--- config.mk ---
export PLATFORM = sky130hd
export DESIGN_NAME = ram_arbiter
export DESIGN_NICKNAME = d
export VERILOG_FILES = /design/src/rtl/ram_arbiter.sv
export SDC_FILE = /design/constraint.sdc
export NUM_CORES = 1
export LEC_CHECK = 0
export CAP_MARGIN = 10
export CORE_MARGIN = 5
export CORE_UTILIZATION = 45
export CTS_CLUSTER_SIZE = 40
export DETAILED_ROUTE_END_ITERATION = 6
export GPL_ROUTABILITY_DRIVEN = 1
export PLACE_DENSITY = 0.86
export SYNTH_ARGS = -nofsm -noshare
export SYNTH_HDL_FRONTEND = slang
export SYNTH_SLANG_ARGS = --single-unit
--- constraint.sdc ---
create_clock -name wb_clk_i -period 4.15 [get_ports wb_clk_i]
set_input_delay 0.415 -clock wb_clk_i [delete_from_list [all_inputs] [get_ports wb_clk_i]]
set_output_delay 0.415 -clock wb_clk_i [all_outputs]
set_load 0.02 [all_outputs]
--- src/rtl/ram_arbiter.sv ---
// ram_arbiter
// Two-port arbiter and sequencer for the IO-block scratch RAM. One granted
// request at a time is turned into the RAM's latch-addressed bus sequence:
// a low-address latch cycle, a high-address latch cycle, a data cycle, and
// a one-cycle ack.
//
// Ports
//   wb_clk_i         system clock, rising edge
//   rst              synchronous active-high reset
//   req0/req1        requests, held high until the matching ack
//   we0/we1          1 = write, 0 = read (sampled at grant)
//   addr0/addr1      16-bit byte address (sampled at grant)
//   wdata0/wdata1    write data (sampled at grant)
//   ack0/ack1        one-cycle completion pulses
//   rdata            read data, valid from the ack cycle until next completion
//   busy             high whenever the FSM is not IDLE
//   ram_enabled      RAM enable, low only in reset
//   le_lo_act        RAM low-address latch strobe
//   le_hi_act        RAM high-address latch strobe
//   WEb_raw          RAM write strobe, active low
//   ram_bus_in       byte driven to the RAM bus
//   ram_bus_out      RAM read data (combinational from its latched address)
//
// Build option
//   RAM_ARB_ROUNDROBIN_EN  when defined, simultaneous requests alternate
//                          using a last-grant register; otherwise port 0
//                          has fixed priority.
module ram_arbiter (
    input  logic        wb_clk_i,
    input  logic        rst,
    input  logic        req0,
    input  logic        req1,
    input  logic        we0,
    input  logic        we1,
    input  logic [15:0] addr0,
    input  logic [15:0] addr1,
    input  logic [7:0]  wdata0,
    input  logic [7:0]  wdata1,
    output logic        ack0,
    output logic        ack1,
    output logic [7:0]  rdata,
    output logic        busy,
    output logic        ram_enabled,
    output logic        le_lo_act,
    output logic        le_hi_act,
    output logic        WEb_raw,
    output logic [7:0]  ram_bus_in,
    input  logic [7:0]  ram_bus_out
);

    typedef enum logic [2:0] {
        S_IDLE,
        S_LO,
        S_HI,
        S_DATA,
        S_DONE
    } state_e;

    state_e      state_q, state_d;
    logic        port_q, port_d;      // granted port: 0 or 1
    logic        we_q, we_d;
    logic [15:0] addr_q, addr_d;
    logic [7:0]  wdata_q, wdata_d;
    logic [7:0]  bus_q, bus_d;        // ram_bus_in holds its value between strobes
    logic [7:0]  rdata_q, rdata_d;
    logic        en_q;
    logic        grant1;              // winner of arbitration in IDLE is port 1

`ifdef RAM_ARB_ROUNDROBIN_EN
    logic        last_q, last_d;

    // Only a true collision consults history; a lone requester always wins.
    always_comb begin
        if (req0 && req1) grant1 = ~last_q;
        else              grant1 = ~req0;
    end
`else
    always_comb begin
        grant1 = ~req0;
    end
`endif

    always_ff @(posedge wb_clk_i) begin
        if (rst) begin
            state_q <= S_IDLE;
            port_q  <= 1'b0;
            we_q    <= 1'b0;
            addr_q  <= 16'h0000;
            wdata_q <= 8'h00;
            bus_q   <= 8'h00;
            rdata_q <= 8'h00;
            en_q    <= 1'b0;
`ifdef RAM_ARB_ROUNDROBIN_EN
            last_q  <= 1'b1;
`endif
        end else begin
            state_q <= state_d;
            port_q  <= port_d;
            we_q    <= we_d;
            addr_q  <= addr_d;
            wdata_q <= wdata_d;
            bus_q   <= bus_d;
            rdata_q <= rdata_d;
            en_q    <= 1'b1;
`ifdef RAM_ARB_ROUNDROBIN_EN
            last_q  <= last_d;
`endif
        end
    end

    always_comb begin
        state_d   = state_q;
        port_d    = port_q;
        we_d      = we_q;
        addr_d    = addr_q;
        wdata_d   = wdata_q;
        bus_d     = bus_q;
        rdata_d   = rdata_q;
        le_lo_act = 1'b0;
        le_hi_act = 1'b0;
        WEb_raw   = 1'b1;
`ifdef RAM_ARB_ROUNDROBIN_EN
        last_d    = last_q;
`endif
        case (state_q)
            S_IDLE: begin
                if (req0 || req1) begin
                    port_d  = grant1;
                    we_d    = grant1 ? we1    : we0;
                    addr_d  = grant1 ? addr1  : addr0;
                    wdata_d = grant1 ? wdata1 : wdata0;
                    // Bus is loaded on the grant edge so it is stable for the
                    // whole LO cycle.
                    bus_d   = grant1 ? addr1[7:0] : addr0[7:0];
                    state_d = S_LO;
`ifdef RAM_ARB_ROUNDROBIN_EN
                    last_d  = grant1;
`endif
                end
            end
            S_LO: begin
                le_lo_act = 1'b1;
                bus_d     = addr_q[15:8];
                state_d   = S_HI;
            end
            S_HI: begin
                le_hi_act = 1'b1;
                // Reads leave the high address on the bus during DATA.
                if (we_q) bus_d = wdata_q;
                state_d = S_DATA;
            end
            S_DATA: begin
                WEb_raw = ~we_q;
                if (!we_q) rdata_d = ram_bus_out;
                state_d = S_DONE;
            end
            S_DONE: begin
                state_d = S_IDLE;
            end
            default: begin
                state_d = S_IDLE;
            end
        endcase
    end

    assign ack0        = (state_q == S_DONE) && !port_q;
    assign ack1        = (state_q == S_DONE) &&  port_q;
    assign busy        = (state_q != S_IDLE);
    assign rdata       = rdata_q;
    assign ram_bus_in  = bus_q;
    assign ram_enabled = en_q;

endmodule

==> summary.txt, run 1 <==
Critical path
  – Arrival time at the worst endpoint: roughly 2.3 ns
  – R2r setup slk: 2.15 ns
  – Startpoint type of the worst setup path: register
  – Worst Setup End Kind: output port
  – Setup Crit Path Kind: reg -> out
  – Crit Path Max Fanout: 11
  – Worst Path Required: 3.73 ns
  – RR Endpoint: wdata_q[0]$_SDFFE_PP0P_
  – Worst Reg-to-Reg Cells: 4
  – Worst R2R Start: state_q[2]$_SDFFE_PP0P_

STA
  – Slew @ Worst Pin: between 0.7 and 0.8 ns
  – Min cycle time layout: around 2.7 ns
  – Fin crit share: 65.6%
  – Achievable Freq: approximately 0.37 GHz
  – Hold WS: around 0.50 ns
  – Clock Skew: ~0.0078 ns
  – Final setup vio count: 0
  – Post-Route Setup TNS: 0 ns
  – RSZ-0062 raised after global routing: no
  – Final Hold Fails: 0
  – Slew Viols, Final: 0
  – Slew headroom: a little under half

Detailed routing
  – # DRC: 0
  – DRT Pass-1 Iters: 4
  – Via/cell ratio: approximately 5.6
  – Routed len/inst: 16.0 µm
  – Antenna viol nets, final: 0
  – Total number of vias: 1777
  – Initial drt markers: ~120
  – Total Wirelength: roughly 5100 µm

GRT
  – Initial antenna violation count: 0
  – Grt total ovfl: 0
  – First-pass GRT wire length: slightly below 8000 µm
  – Largest net degree at the start of global routing: 39
  – GRT Overall Usage: ~18%
  – Vias in the first global route: roughly 1700

Power
  – Max VDD drop: around 190 µV
  – PnR Total Power: between 0.001 and 0.0015 W
  – Lkg Pwr: a little over 1 nW
  – PD cells: between 300 and 400 mW/mm²

Floorplan
  – Die Height: between 70 and 80 µm
  – Row count: 23
  – Core area: ~0.0041 mm²
  – Die W: around 75 µm
  – Io pins: 85
  – Initial Utilization: between 40% and 50%
  – DIE AREA: approximately 0.0057 mm²

Clock network
  – Clock insertion delay at the later pin of the skew report: ~0.29 ns
  – Post-cts resize count: 0
  – Hold-fix buffers at CTS: 0
  – Clock Pin Slew Worst Setup and Hold Paths: 0.08 ns
  – Root buffer cell: clkbuf_8
  – TritonCTS clock tree: yes
  – Post-CTS setup buffer count: 0
  – Clock Sink Count: 38
  – CTS Buf Count: 5
  – Clk buf depth: 2
  – Htree depth: 2

Place
  – Port-buffer cells: 84
  – Placed cells: 310
  – Post-DP HPWL: between 3000 and 4000 µm
  – GP Congestion: 0.771

Synthesis
  – Mean post-synth cell area: approximately 10 µm²
  – #FFs+latches synth: 38
  – Netlist cell types: 27
  – Post-synthesis cell count: about 190
  – Post-synth net total: between 200 and 300
  – Synthesized area: 0.00192 mm²
  – Synthesis Warnings: 0
  – Sequential-to-total area share from yosys stat: between 30% and 40%

Final layout
  – Layout area overhead: 47.7%
  – Ant diodes: 0
  – Layout cell share with drive strength beyond 1: between 10% and 20%
  – Final Non-Filler Cells: 318
  – # fillers: ~320
  – Nets: roughly 330
  – Core Util, Final: 69.9%

Job
  – Max-cap violations: 0

Worst hold path
  – End of the worst hold path: rdata[5]$_SDFFE_PP0P_
  – Cells on Worst Hold Path: 2
  – Hold WC Path Type: reg -> reg
  – Hold path start: rdata[5]$_SDFFE_PP0P_

Run status
  – Run status: finished clean
[report_power, final]
| part | switching [W] | internal (W) | total [W] | leakage, nW |
|---|---|---|---|---|
| clock | 0.000133 | 0.000134 | 0.000266 | 0.0472 |
| sequential | 0.0000340 | 0.000412 | 0.000446 | 0.314 |
| combinational | 0.000155 | 0.000170 | 0.000325 | 0.654 |
| total | 0.000322 | 0.000715 | 0.00104 | 1.02 |
[layer usage]
layer | GRT usage, % | part of all wire (%) | vias to the layer above
met5 | 0 | 0 | -
li1 | - | - | 876
met4 | 6.41 | 1.2 | 0
met3 | 5.54 | 8.2 | 6
met2 | 30.1 | 48 | 59
met1 | 22.6 | 42 | 836
[kinds of logic after synthesis]
kind of cell,share of synthesized area [%]
mux,17.7
compound gates,27.1
buf+inv,7.23
flops,39.6
xor+xnor,0.456
simple gates,7.94
[registers in the layout, summed over array words and instances, names as in the netlist]
register / cells
addr_q: 8
port_q: 1
ram_bus_in: 8
ram_enabled: 1
rdata: 8
state_q: 3
wdata_q: 8
we_q: 1
[critical path: stages (launching register included)]
cell	delay [ns]
dfxtp_1	0.54
nor2b_1	0.60
nor2b_1	0.23
clkdlybuf4s50_1	0.65
[stage by stage]
stage,area [µm²],worst slack (ns)
2_1_floorplan,1920,2.26
3_3_place_gp,2740,1.37
3_5_place_dp,2740,1.28
4_1_cts,2840,1.45
5_1_grt,2840,1.32
6_report,2840,1.43
[Yosys cell counts]
cell type	instances	area, µm²
a211oi_1	16	120
a211oi_2	10	125
a21o_4	1	15.0
a21oi_1	18	90.1
a22oi_1	8	60.1
a311oi_1	8	70.1
and2_1	1	6.26
buf_1	1	3.75
buf_2	6	30.0
buf_4	1	7.51
buf_6	5	56.3
clkbuf_1	9	33.8
dfxtp_1	38	761
inv_1	2	7.51
mux2_2	8	90.1
mux2i_1	25	250
nand2_1	2	7.51
nor2_1	11	41.3
nor2b_1	4	25.0
nor3_1	3	15.0
nor4_1	1	6.26
nor4b_1	1	8.76
nor4bb_1	3	30.0
o21ai_0	8	40.0
or2_1	1	6.26
or3_1	1	6.26
xnor2_1	1	8.76
[cell usage in the layout, fill, tap and decap left out]
cell type         n
a211oi_1         16
a211oi_2         10
a21o_4            1
a21oi_1          18
a22oi_1           8
a311oi_1          8
and2_1            1
buf_4             5
clkbuf_8          6
clkdlybuf4s50_1  84
clkinv_2          1
clkinvlp_4        1
dfxtp_1          38
inv_1             2
mux2_2            8
mux2i_1          25
nand2_1           2
nor2_1           11
nor2b_1           4
nor3_1            2
nor3_2            1
nor4_1            1
nor4b_1           1
nor4bb_1          2
nor4bb_2          1
o21ai_0           8
or2_1             1
or3_1             1
xnor2_1           1
[cell type report]
cell class | count | area (µm²) | area share [%]
clock inverter | 2 | 12.5 | 0.441
clock buffer | 6 | 82.6 | 2.91
inverter | 2 | 7.51 | 0.265
sequential | 38 | 761 | 26.8
multi-input combinational | 131 | 1030 | 36.4
tap | 50 | 62.6 | 2.20
timing repair buffer | 89 | 878 | 31.0
[how the worst max path moves through the flow]
stage | from | endpoint | slack, ns | depth (start not counted)
2_1_floorplan | state_q[2]$_SDFFE_PP0P_ | ack0 | 2.26 | 3
3_3_place_gp | req0 | addr_q[13]$_SDFFE_PP0P_ | 1.37 | 5
3_5_place_dp | req0 | wdata_q[0]$_SDFFE_PP0P_ | 1.28 | 5
4_1_cts | state_q[1]$_SDFFE_PP0P_ | le_hi_act | 1.45 | 3
5_1_grt | state_q[1]$_SDFFE_PP0P_ | le_hi_act | 1.32 | 3
6_report | state_q[1]$_SDFFE_PP0P_ | le_hi_act | 1.43 | 3
(Power assumes the default switching activity.)
==> run 2: changes to the inputs <==
--- a/config.mk
+++ b/config.mk
@@ -7,11 +7,11 @@
 export LEC_CHECK = 0
 export CAP_MARGIN = 10
 export CORE_MARGIN = 5
-export CORE_UTILIZATION = 45
+export CORE_UTILIZATION = 38
 export CTS_CLUSTER_SIZE = 40
 export DETAILED_ROUTE_END_ITERATION = 6
 export GPL_ROUTABILITY_DRIVEN = 1
-export PLACE_DENSITY = 0.86
+export PLACE_DENSITY = 0.78
 export SYNTH_ARGS = -nofsm -noshare
 export SYNTH_HDL_FRONTEND = slang
 export SYNTH_SLANG_ARGS = --single-unit
==> constraint.sdc (replaced) <==
create_clock -name wb_clk_i -period 2.3 [get_ports wb_clk_i]
set_input_delay 0.23 -clock wb_clk_i [delete_from_list [all_inputs] [get_ports wb_clk_i]]
set_output_delay 0.23 -clock wb_clk_i [all_outputs]
set_load 0.02 [all_outputs]
==> summary.txt, run 2 (synthesized netlist as in run 1, its figures left out) <==
Final layout
  – Layout cell share with drive strength beyond 1: 14.2% (was 12.7%)
  – Commonest cells after routing, fill and taps aside: 84 x clkdlybuf4s50_1, 38 x dfxtp_1, 25 x mux2i_1 (unchanged)
  – Nets: 335 (was 329)
  – Ant diodes: 0 (unchanged)
  – Most common cell after layout, fill and taps aside: clkdlybuf4s50_1 (unchanged)
  – Core Util, Final: 60.2% (was 69.9%)
  – Finished layout cell area: 0.00290 mm² (was 0.00284 mm²)
  – Layout area overhead: 50.9% (was 47.7%)
  – # fillers: 430 (was 322)

STA
  – Min cycle time layout: ~2.1 ns
  – Final setup vio count: 0 (unchanged)
  – Clock Skew: 0.00330 ns (was 0.00776 ns)
  – Slew headroom: 49.7% (was 46.7%)
  – Final Hold Fails: 0 (unchanged)
  – Fin crit share: between 90% and 100%
  – Post-Route Setup TNS: 0 ns (unchanged)
  – Final WS setup: 0.230 ns (was 1.43 ns)
  – RSZ-0062 raised after global routing: no (unchanged)
  – Achievable Freq: a little under 0.5 GHz
  – Slew Viols, Final: 0 (unchanged)
  – Slew @ Worst Pin: 0.754 ns (was 0.799 ns)

Clock network
  – Clk buf depth: 2 (unchanged)
  – Post-CTS setup buffer count: 0 (unchanged)
  – TritonCTS clock tree: yes (unchanged)
  – Clock Pin Slew Worst Setup and Hold Paths: 0.07 ns (was 0.08 ns)
  – Htree depth: 2 (unchanged)
  – Root buffer cell: clkbuf_8 (unchanged)
  – Hold-fix buffers at CTS: 0 (unchanged)
  – Post-cts resize count: 0 (unchanged)
  – CTS Buf Count: 5 (unchanged)
  – Clock insertion delay at the later pin of the skew report: 0.28 ns (was 0.29 ns)
  – Clock Sink Count: 38 (unchanged)

Job
  – Max-cap violations: 0 (unchanged)

Place
  – Port-buffer cells: 84 (unchanged)
  – GP Congestion: 0.804 (was 0.771)
  – Post-DP HPWL: 3860 µm (was 3740 µm)
  – Placement Cell Area: 0.00281 mm² (was 0.00274 mm²)
  – Setup slack at placement: 0.450 ns (was 1.28 ns)

Floorplan
  – DIE AREA: 0.00658 mm² (was 0.00568 mm²)
  – Initial Utilization: 39.9% (was 47.4%)
  – Die Height: 81.1 µm (was 75.4 µm)
  – Core area: 0.00482 mm² (was 0.00406 mm²)
  – Row count: 25 (was 23)
  – Io pins: 85 (unchanged)
  – Die W: 81.1 µm (was 75.4 µm)

Worst hold path
  – Hold WC Path Type: reg -> reg (unchanged)

GRT
  – First-pass GRT wire length: 8120 µm (was 7870 µm)
  – Largest net degree at the start of global routing: 39 (unchanged)
  – Vias in the first global route: 1677 (was 1670)
  – Grt total ovfl: 0 (unchanged)
  – GRT Overall Usage: 15.7% (was 18.3%)
  – Initial antenna violation count: 0 (unchanged)

Critical path
  – Cell family with most CP delay: buffers and inverters (was simple AND/OR/NAND/NOR gates)
  – Buffer and inverter count on the worst path: 1 (unchanged)
  – Arrival time at the worst endpoint: 1.84 ns (was 2.31 ns)
  – End point of the critical path: le_hi_act (unchanged)
  – Setup Crit Path Kind: reg -> out (unchanged)
  – Largest stage delay, worst path: 0.63 ns (was 0.65 ns)
  – Worst Reg-to-Reg Cells: 3 (was 4)
  – Worst R2R Start: state_q[0]$_SDFFE_PP0P_ (was state_q[2]$_SDFFE_PP0P_)
  – Worst Setup End Kind: output port (unchanged)
  – Crit path top cell by count: nor2b_1 (unchanged)
  – RR Endpoint: wdata_q[0]$_SDFFE_PP0P_ (unchanged)
  – R2r setup slk: 0.58 ns (was 2.15 ns)
  – Critical path's slowest cell: clkdlybuf4s50_1 (unchanged)
  – Worst Path Required: 2.07 ns (was 3.73 ns)
  – Startpoint type of the worst setup path: register (unchanged)
  – Cell breakdown of the critical path: nor2b_1 > nor2b_1 > clkdlybuf4s50_1 (unchanged)
  – Crit Path Max Fanout: 11 (unchanged)
  – WP depth: 3 (unchanged)
  – Crit path launch: state_q[1]$_SDFFE_PP0P_ (unchanged)

Detailed routing
  – Antenna viol nets, final: 0 (unchanged)
  – Via/cell ratio: 5.19 (was 5.59)
  – Total number of vias: 1769 (was 1777)
  – DRT Pass-1 Iters: 4 (unchanged)
  – Routed len/inst: 15.2 µm (was 16.0 µm)
  – Initial drt markers: 88 (was 121)
  – Total Wirelength: 5170 µm (was 5080 µm)
  – # DRC: 0 (unchanged)

Power
  – Max VDD drop: 271 µV (was 189 µV)
  – Lkg Pwr: 1.05 nW (was 1.02 nW)
  – PD cells: 644 mW/mm² (was 365 mW/mm²)
  – PnR Total Power: 0.00187 W (was 0.00104 W)

Run status
  – Run status: finished clean (unchanged)
## run 2: cell count changes in the layout (fill, tap and decap cells not counted)
cell,previous run,this run
buf_4,5,11
clkbuf_1,0,1
clkinvlp_4,1,0
## run 2: worst min-delay path, stage by stage (launching register included)
cell and delay [ns]:
dfxtp_1 0.33, mux2i_1 0.06, nor2_1 0.07
## run 2: per-stage QoR
step / hold slack (ns) / std cells
floorplan: 0.377 / 193
global placement: 0.471 / 333
detailed placement: 0.481 / 333
CTS: 0.498 / 341
global route: 0.515 / 341
finish: 0.490 / 341
## run 2: how the worst min path moves through the flow
stage / from / to / slack [ns] / cells past startpoint
global route: rdata[1]$_SDFFE_PP0P_ / rdata[1]$_SDFFE_PP0P_ / 0.51 / 2
finish: rdata[1]$_SDFFE_PP0P_ / rdata[1]$_SDFFE_PP0P_ / 0.49 / 2
CTS: rdata[1]$_SDFFE_PP0P_ / rdata[1]$_SDFFE_PP0P_ / 0.50 / 2
global placement: rdata[1]$_SDFFE_PP0P_ / rdata[1]$_SDFFE_PP0P_ / 0.47 / 2
floorplan: ram_bus_out[0] / rdata[0]$_SDFFE_PP0P_ / 0.38 / 2
detailed placement: rdata[1]$_SDFFE_PP0P_ / rdata[1]$_SDFFE_PP0P_ / 0.48 / 2
## run 2: power breakdown
group          internal, W  switching (W)  leakage, nW
combinational     0.000319       0.000285        0.684
sequential        0.000744      0.0000586        0.314
clock             0.000242       0.000221       0.0482
## run 2: layout make-up
class	count	area, µm²	area share [%]
multi-input cells	131	1030	35.6
repair buffers	95	923	31.8
flip-flops and latches	38	761	26.2
clock buffers	7	86.3	2.98
well taps	67	83.8	2.89
inverters	2	7.51	0.259
clock inverters	1	5.00	0.173
## run 2: routing by layer
layer	track usage [%]	wire, µm
met5	0	0
met4	4.56	29
met3	5.21	483
met2	23.2	2290
met1	21.8	2370
==> run 3: changes to the inputs <==
--- a/config.mk
+++ b/config.mk
@@ -10,8 +10,8 @@
 export CORE_UTILIZATION = 38
 export CTS_CLUSTER_SIZE = 40
 export DETAILED_ROUTE_END_ITERATION = 6
-export GPL_ROUTABILITY_DRIVEN = 1
 export PLACE_DENSITY = 0.78
+export SKIP_CTS_REPAIR_TIMING = 1
 export SYNTH_ARGS = -nofsm -noshare
 export SYNTH_HDL_FRONTEND = slang
 export SYNTH_SLANG_ARGS = --single-unit
==> results of run 3 <==
No change in the layout: final DEF, timing and power equal those of run 2.
